**config.mk**
```make
export PLATFORM = sky130hd
export DESIGN_NAME = seg7_frame_decoder
export DESIGN_NICKNAME = d
export VERILOG_FILES = /design/src/rtl/seg7_pkg.sv /design/src/rtl/seg7_pattern_decode.sv /design/src/rtl/seg7_frame_decoder.sv
export SDC_FILE = /design/constraint.sdc
export NUM_CORES = 1
export LEC_CHECK = 0
export CORE_MARGIN = 3
export CORE_UTILIZATION = 45
export DETAILED_ROUTE_END_ITERATION = 12
export GPL_TIMING_DRIVEN = 0
export PLACE_DENSITY = 0.82
export SLEW_MARGIN = 20
export SYNTH_ARGS = -nofsm -noshare
export SYNTH_HDL_FRONTEND = slang
export SYNTH_SLANG_ARGS = --single-unit
```
**constraint.sdc**
```tcl
create_clock -name clk -period 1.4 [get_ports clk]
set_input_delay 0.28 -clock clk [delete_from_list [all_inputs] [get_ports clk]]
set_output_delay 0.28 -clock clk [all_outputs]
set_load 0.05 [all_outputs]
```
**src/rtl/seg7_pkg.sv**
```systemverilog
// rtl/seg7_pkg.sv - shared seven-segment pattern constants and frame decoder state type
package seg7_pkg;

    // Active-low segment patterns, bit0 = segment a ... bit6 = segment g
    localparam logic [6:0] SEG_HEX_0 = 7'h40;
    localparam logic [6:0] SEG_HEX_1 = 7'h79;
    localparam logic [6:0] SEG_HEX_2 = 7'h24;
    localparam logic [6:0] SEG_HEX_3 = 7'h30;
    localparam logic [6:0] SEG_HEX_4 = 7'h19;
    localparam logic [6:0] SEG_HEX_5 = 7'h12;
    localparam logic [6:0] SEG_HEX_6 = 7'h02;
    localparam logic [6:0] SEG_HEX_7 = 7'h78;
    localparam logic [6:0] SEG_HEX_8 = 7'h00;
    localparam logic [6:0] SEG_HEX_9 = 7'h18;
    localparam logic [6:0] SEG_HEX_A = 7'h08;
    localparam logic [6:0] SEG_HEX_B = 7'h03;
    localparam logic [6:0] SEG_HEX_C = 7'h46;
    localparam logic [6:0] SEG_HEX_D = 7'h21;
    localparam logic [6:0] SEG_HEX_E = 7'h06;
    localparam logic [6:0] SEG_HEX_F = 7'h0E;

    typedef enum logic [1:0] {
        IDLE    = 2'd0,
        COLLECT = 2'd1,
        HOLD    = 2'd2
    } seg7_state_e;

endpackage

```
**src/rtl/seg7_pattern_decode.sv**
```systemverilog
// rtl/seg7_pattern_decode.sv - combinational segment pattern to hex nibble decoder
module seg7_pattern_decode
    import seg7_pkg::*;
(
    input  logic [6:0] seg_i,
    output logic [3:0] nibble_o,
    output logic       illegal_o
);

    // Exact-match lookup; anything not in the table decodes to 0 and is flagged
    always_comb begin
        nibble_o  = 4'h0;
        illegal_o = 1'b0;
        case (seg_i)
            SEG_HEX_0: nibble_o = 4'h0;
            SEG_HEX_1: nibble_o = 4'h1;
            SEG_HEX_2: nibble_o = 4'h2;
            SEG_HEX_3: nibble_o = 4'h3;
            SEG_HEX_4: nibble_o = 4'h4;
            SEG_HEX_5: nibble_o = 4'h5;
            SEG_HEX_6: nibble_o = 4'h6;
            SEG_HEX_7: nibble_o = 4'h7;
            SEG_HEX_8: nibble_o = 4'h8;
            SEG_HEX_9: nibble_o = 4'h9;
            SEG_HEX_A: nibble_o = 4'hA;
            SEG_HEX_B: nibble_o = 4'hB;
            SEG_HEX_C: nibble_o = 4'hC;
            SEG_HEX_D: nibble_o = 4'hD;
            SEG_HEX_E: nibble_o = 4'hE;
            SEG_HEX_F: nibble_o = 4'hF;
            default:   illegal_o = 1'b1;
        endcase
    end

endmodule

```
**src/rtl/seg7_frame_decoder.sv**
```systemverilog
// rtl/seg7_frame_decoder.sv - assembles decoded seven-segment digits into handshaked words
module seg7_frame_decoder
    import seg7_pkg::*;
#(
    parameter int NUM_DIGITS = 4
) (
    input  logic                    clk,
    input  logic                    resetn,
    input  logic [6:0]              seg_in,
    input  logic                    seg_valid,
    input  logic                    seg_first,
    output logic                    seg_ready,
    output logic [4*NUM_DIGITS-1:0] word_out,
    output logic [NUM_DIGITS-1:0]   word_err_mask,
    output logic                    word_err,
    output logic                    word_valid,
    input  logic                    word_ready,
    output logic                    resync,
    output logic                    drop
);

    localparam int W  = 4 * NUM_DIGITS;
    localparam int CW = $clog2(NUM_DIGITS + 1);

    seg7_state_e            state_q, state_d;
    logic [CW-1:0]          count_q, count_d;
    logic [W-1:0]           word_q, word_d;
    logic [NUM_DIGITS-1:0]  mask_q, mask_d;
    logic                   resync_q, resync_d;
    logic                   drop_q, drop_d;

    logic [3:0]             nibble;
    logic                   illegal;
    logic                   accept;

    seg7_pattern_decode u_decode (
        .seg_i     (seg_in),
        .nibble_o  (nibble),
        .illegal_o (illegal)
    );

    // Ready and valid come from state alone so no input reaches them combinationally
    assign seg_ready     = (state_q != HOLD);
    assign word_valid    = (state_q == HOLD);
    assign accept        = seg_valid & seg_ready;
    assign word_out      = word_q;
    assign word_err_mask = mask_q;
    assign word_err      = |mask_q;
    assign resync        = resync_q;
    assign drop          = drop_q;

    // State and datapath registers with synchronous active-low reset
    always_ff @(posedge clk) begin
        if (!resetn) begin
            state_q  <= IDLE;
            count_q  <= '0;
            word_q   <= '0;
            mask_q   <= '0;
            resync_q <= 1'b0;
            drop_q   <= 1'b0;
        end else begin
            state_q  <= state_d;
            count_q  <= count_d;
            word_q   <= word_d;
            mask_q   <= mask_d;
            resync_q <= resync_d;
            drop_q   <= drop_d;
        end
    end

    // Next-state: a first digit always restarts the frame at index 0; the mask shifts
    // alongside the word so the first digit's error bit ends up in the top position
    always_comb begin
        state_d  = state_q;
        count_d  = count_q;
        word_d   = word_q;
        mask_d   = mask_q;
        resync_d = 1'b0;
        drop_d   = 1'b0;
        case (state_q)
            IDLE: begin
                if (accept) begin
                    if (seg_first) begin
                        word_d  = W'(nibble);
                        mask_d  = NUM_DIGITS'(illegal);
                        count_d = CW'(1);
                        state_d = (NUM_DIGITS == 1) ? HOLD : COLLECT;
                    end else begin
                        drop_d = 1'b1;
                    end
                end
            end
            COLLECT: begin
                if (accept) begin
                    if (seg_first) begin
                        word_d   = W'(nibble);
                        mask_d   = NUM_DIGITS'(illegal);
                        count_d  = CW'(1);
                        resync_d = 1'b1;
                        state_d  = (NUM_DIGITS == 1) ? HOLD : COLLECT;
                    end else begin
                        word_d  = (word_q << 4) | W'(nibble);
                        mask_d  = (mask_q << 1) | NUM_DIGITS'(illegal);
                        count_d = count_q + CW'(1);
                        if (count_q + CW'(1) == CW'(NUM_DIGITS)) begin
                            state_d = HOLD;
                        end
                    end
                end
            end
            HOLD: begin
                if (word_ready) begin
                    state_d = IDLE;
                end
            end
            default: state_d = IDLE;
        endcase
    end

endmodule

```
==> results by group, run 1 <==
Setup path
  – Critical Path AT: 1370 ps
  – Startpoint Class: register
  – Crit path kind: reg -> out
  – Worst-path fanout max: 2
  – Worst endpoint required time: 1120 ps
  – CP endpoint kind: output pin

Placed design
  – DP Worst Slack: -455.6 ps
  – RePlAce Congestion: roughly 0.77
  – Port Buffers: 35
  – Detailed-placement wirelength estimate: approximately 2500 µm

CTS
  – Clk_lat worst skew: roughly 330 ps
  – CTS tree: yes
  – CTS clk-pin slew, worst paths: ~140 ps
  – Num CTS Buffers: 3
  – Num Clock Sinks: 27
  – H-Tree Level Count: 1
  – CTS Hold Bufs: 0
  – Clock root cell: clkbuf_4
  – Longest Clk Path Bufs: 2

Power
  – Power Total: around 1.5 mW
  – VDD IR max: between 600 and 700 µV
  – Cell area power density: approximately 740 nW/µm²
  – Pleak: approximately 0.86 nW

Cells and area
  – FILL cells: between 200 and 250
  – Multi-input gate area: about 860 µm²
  – Fin nets: 219
  – Seq. cell area: 550.5 µm²
  – Area delta synth->final: 38.98%
  – ANT cells: 0
  – Layout cells sized above 1: 0.3578

Die
  – Die width: about 63 µm
  – Io pins: 37
  – Starting Density: 0.4991
  – Die area: 3934 µm²
  – Placeable Area: 2900 µm²
  – Die H: around 63 µm
  – Rows: 19

Timing
  – RSZ-0062 raised after global routing: true
  – Setup Skew: 9.831 ps
  – Number of failing hold endpoints at the final stage: 0
  – Tmin final: about 1700 ps
  – Setup violators final: 1
  – Setup TNS: -251.0 ps
  – Worst hold slack: 328.0 ps
  – Final worst-path cycle share: 1.179
  – Worst-Margin Slew: around 430 ps
  – Slew Limit Fails: 0
  – Rel. slew slack: 0.7148
  – Final WS setup: -251.0 ps
  – Fmax: ~0.61 GHz

GRT
  – Number of global-route vias before repair: between 1000 and 1500
  – Largest net degree at the start of global routing: 15
  – Initial antenna violation count: 0
  – First-pass GRT wire length: ~6000 µm
  – Gr ovfl total: 0
  – Total GRT Usage: 0.1795

Drt
  – Routed Antenna Nets: 0
  – DRC errors left: 0
  – DR vias: approximately 1400
  – Vias per cell: ~5.7
  – Post-Route WL: around 3700 µm
  – Routed len/inst: between 15 and 20 µm
  – Initial drt markers: 70
  – Drt pass-1 iters: 4

Logic synthesis
  – FF+latch count, synth: 27
  – Mux cell area share after synthesis: 0.01383
  – Syn avg cell area: approximately 9.5 µm²
  – Dominant cell type by area after synthesis: dfxtp_1
  – Synth Cell Area: around 1400 µm²
  – Synth Area in Adders: 0.01729
  – Yosys warns: 0
  – EDFF count, synth: 0
  – Main flop type after synthesis: dfxtp_1
  – Fraction of the yosys area taken by sequential cells: 0.3734
  – Ys async rst share: 0
  – Main combinational cell family by area after synthesis: simple AND/OR/NAND/NOR gates
  – Synth top area share: 0.3734
  – Main area contributors after synthesis: dfxtp_1 (37%), a22oi_1 (8.8%), nor2b_1 (8.2%)
  – Compound-cell area share of the yosys netlist: 0.2282
  – Simple-Gate Fraction of Synth Area: 0.2852
  – Syn_nets: roughly 170
  – Post-Synth XOR/XNOR Area: 0.01210
  – Mapped Cells: around 150
  – Library cells used by synthesis: slightly below 50

Run status
  – Failing checks: setup timing
  – Outcome: finished with violations

Min path
  – Hold crit path type: in -> reg

Run
  – Max Cap Viol: 0
==> metal layers <==
| layer | part of all wire | track usage |
|---|---|---|
| met5 | 0 | 0 |
| met4 | 0.010 | 0.05234 |
| met3 | 0.040 | 0.04496 |
| met2 | 0.50 | 0.3103 |
| met1 | 0.45 | 0.2187 |
==> cells in the mapped netlist, types with 3 or more instances <==
library cell / n
a22oi_1: 17
buf_2: 3
buf_6: 5
clkbuf_1: 4
dfxtp_1: 27
nand2b_1: 4
nand3_1: 6
nor2_1: 8
nor2b_1: 19
nor3_1: 3
o211ai_1: 3
o21ai_0: 5
==> final cells by class <==
| class | count | share of cell area |
|---|---|---|
| Multi-Input combinational cell | 111 | 0.4272 |
| Sequential cell | 27 | 0.2736 |
| Timing Repair Buffer | 47 | 0.1984 |
| Buffer | 13 | 0.05784 |
| Tap cell | 42 | 0.02612 |
| Clock buffer | 4 | 0.01306 |
| Inverter | 2 | 0.003731 |
==> timing repair <==
action,in CTS,in global routing
endpoints found under the setup margin,40,40
pin swaps,1,6
hold endpoints to repair,0,0
setup buffers,3,8
resized for setup,102,52
gates cloned,0,1
==> sequential cells by signal, summed over array words and instances, names as in the netlist <==
name           count
count_q            3
state_q            2
resync             1
drop               1
word_out          16
word_err_mask      4
==> layout by cell type, fill, tap and decap left out, types with 3 or more instances in the layout <==
cell / n
nor2b_1: 19
a22oi_1: 17
nor3_1: 3
dfxtp_2: 5
clkdlybuf4s15_2: 7
dlymetal6s2s_1: 7
buf_4: 13
clkbuf_4: 4
buf_6: 8
dfxtp_1: 21
clkbuf_1: 4
nand3_1: 6
o21ai_0: 5
o211ai_1: 3
buf_2: 15
nor2_1: 7
==> path summary, 6_finish.rpt <==
check / startpoint / to / slack (ps) / depth (start not counted)
setup / recovery: word_err_mask[3] / word_err / -250 / 2
hold / removal: seg_first / resync / 330 / 3
setup reg to reg: count_q[0] / state_q[1] / 50 / 5
hold reg to reg: state_q[1] / drop / 510 / 1
==> kinds of logic after synthesis <==
group	count (synthesis)
AOI/OAI and AO/OA	42
xor gates and xnor gates	2
adders and majority gates	2
buffers and inverters	15
DFF	27
muxes	2
and+or+nand+nor	63
==> report_power, final <==
part	switching, mW	internal, mW	total [mW]	leakage, nW
clock network	0.224	0.112	0.335	0.0150
logic	0.200	0.156	0.356	0.627
registers	0.0155	0.787	0.802	0.222
total	0.439	1.05	1.49	0.864
==> per-stage QoR <==
stage	std cells	area, µm²	utilization
after global routing	246	2012	0.6937
after detailed placement	230	1857	0.6402
final	246	2012	0.6937
after CTS	237	1931	0.6657
after floorplan	153	1454	-
after global placement	230	1857	0.6402
==> worst max-delay path: stages, from the launching register on <==
cell	delay [ps]
dfxtp_2	350
or4_4	530
buf_8	160
Power figures use the tool's default switching activity.
==> run 2, diff against run 1 <==
--- a/config.mk
+++ b/config.mk
@@ -9,6 +9,7 @@
 export CORE_UTILIZATION = 45
 export DETAILED_ROUTE_END_ITERATION = 12
 export GPL_TIMING_DRIVEN = 0
+export HOLD_SLACK_MARGIN = 0.05
 export PLACE_DENSITY = 0.82
 export SLEW_MARGIN = 20
 export SYNTH_ARGS = -nofsm -noshare
==> results of run 2 <==
The final DEF is identical to that of run 1; final timing and power are the same.
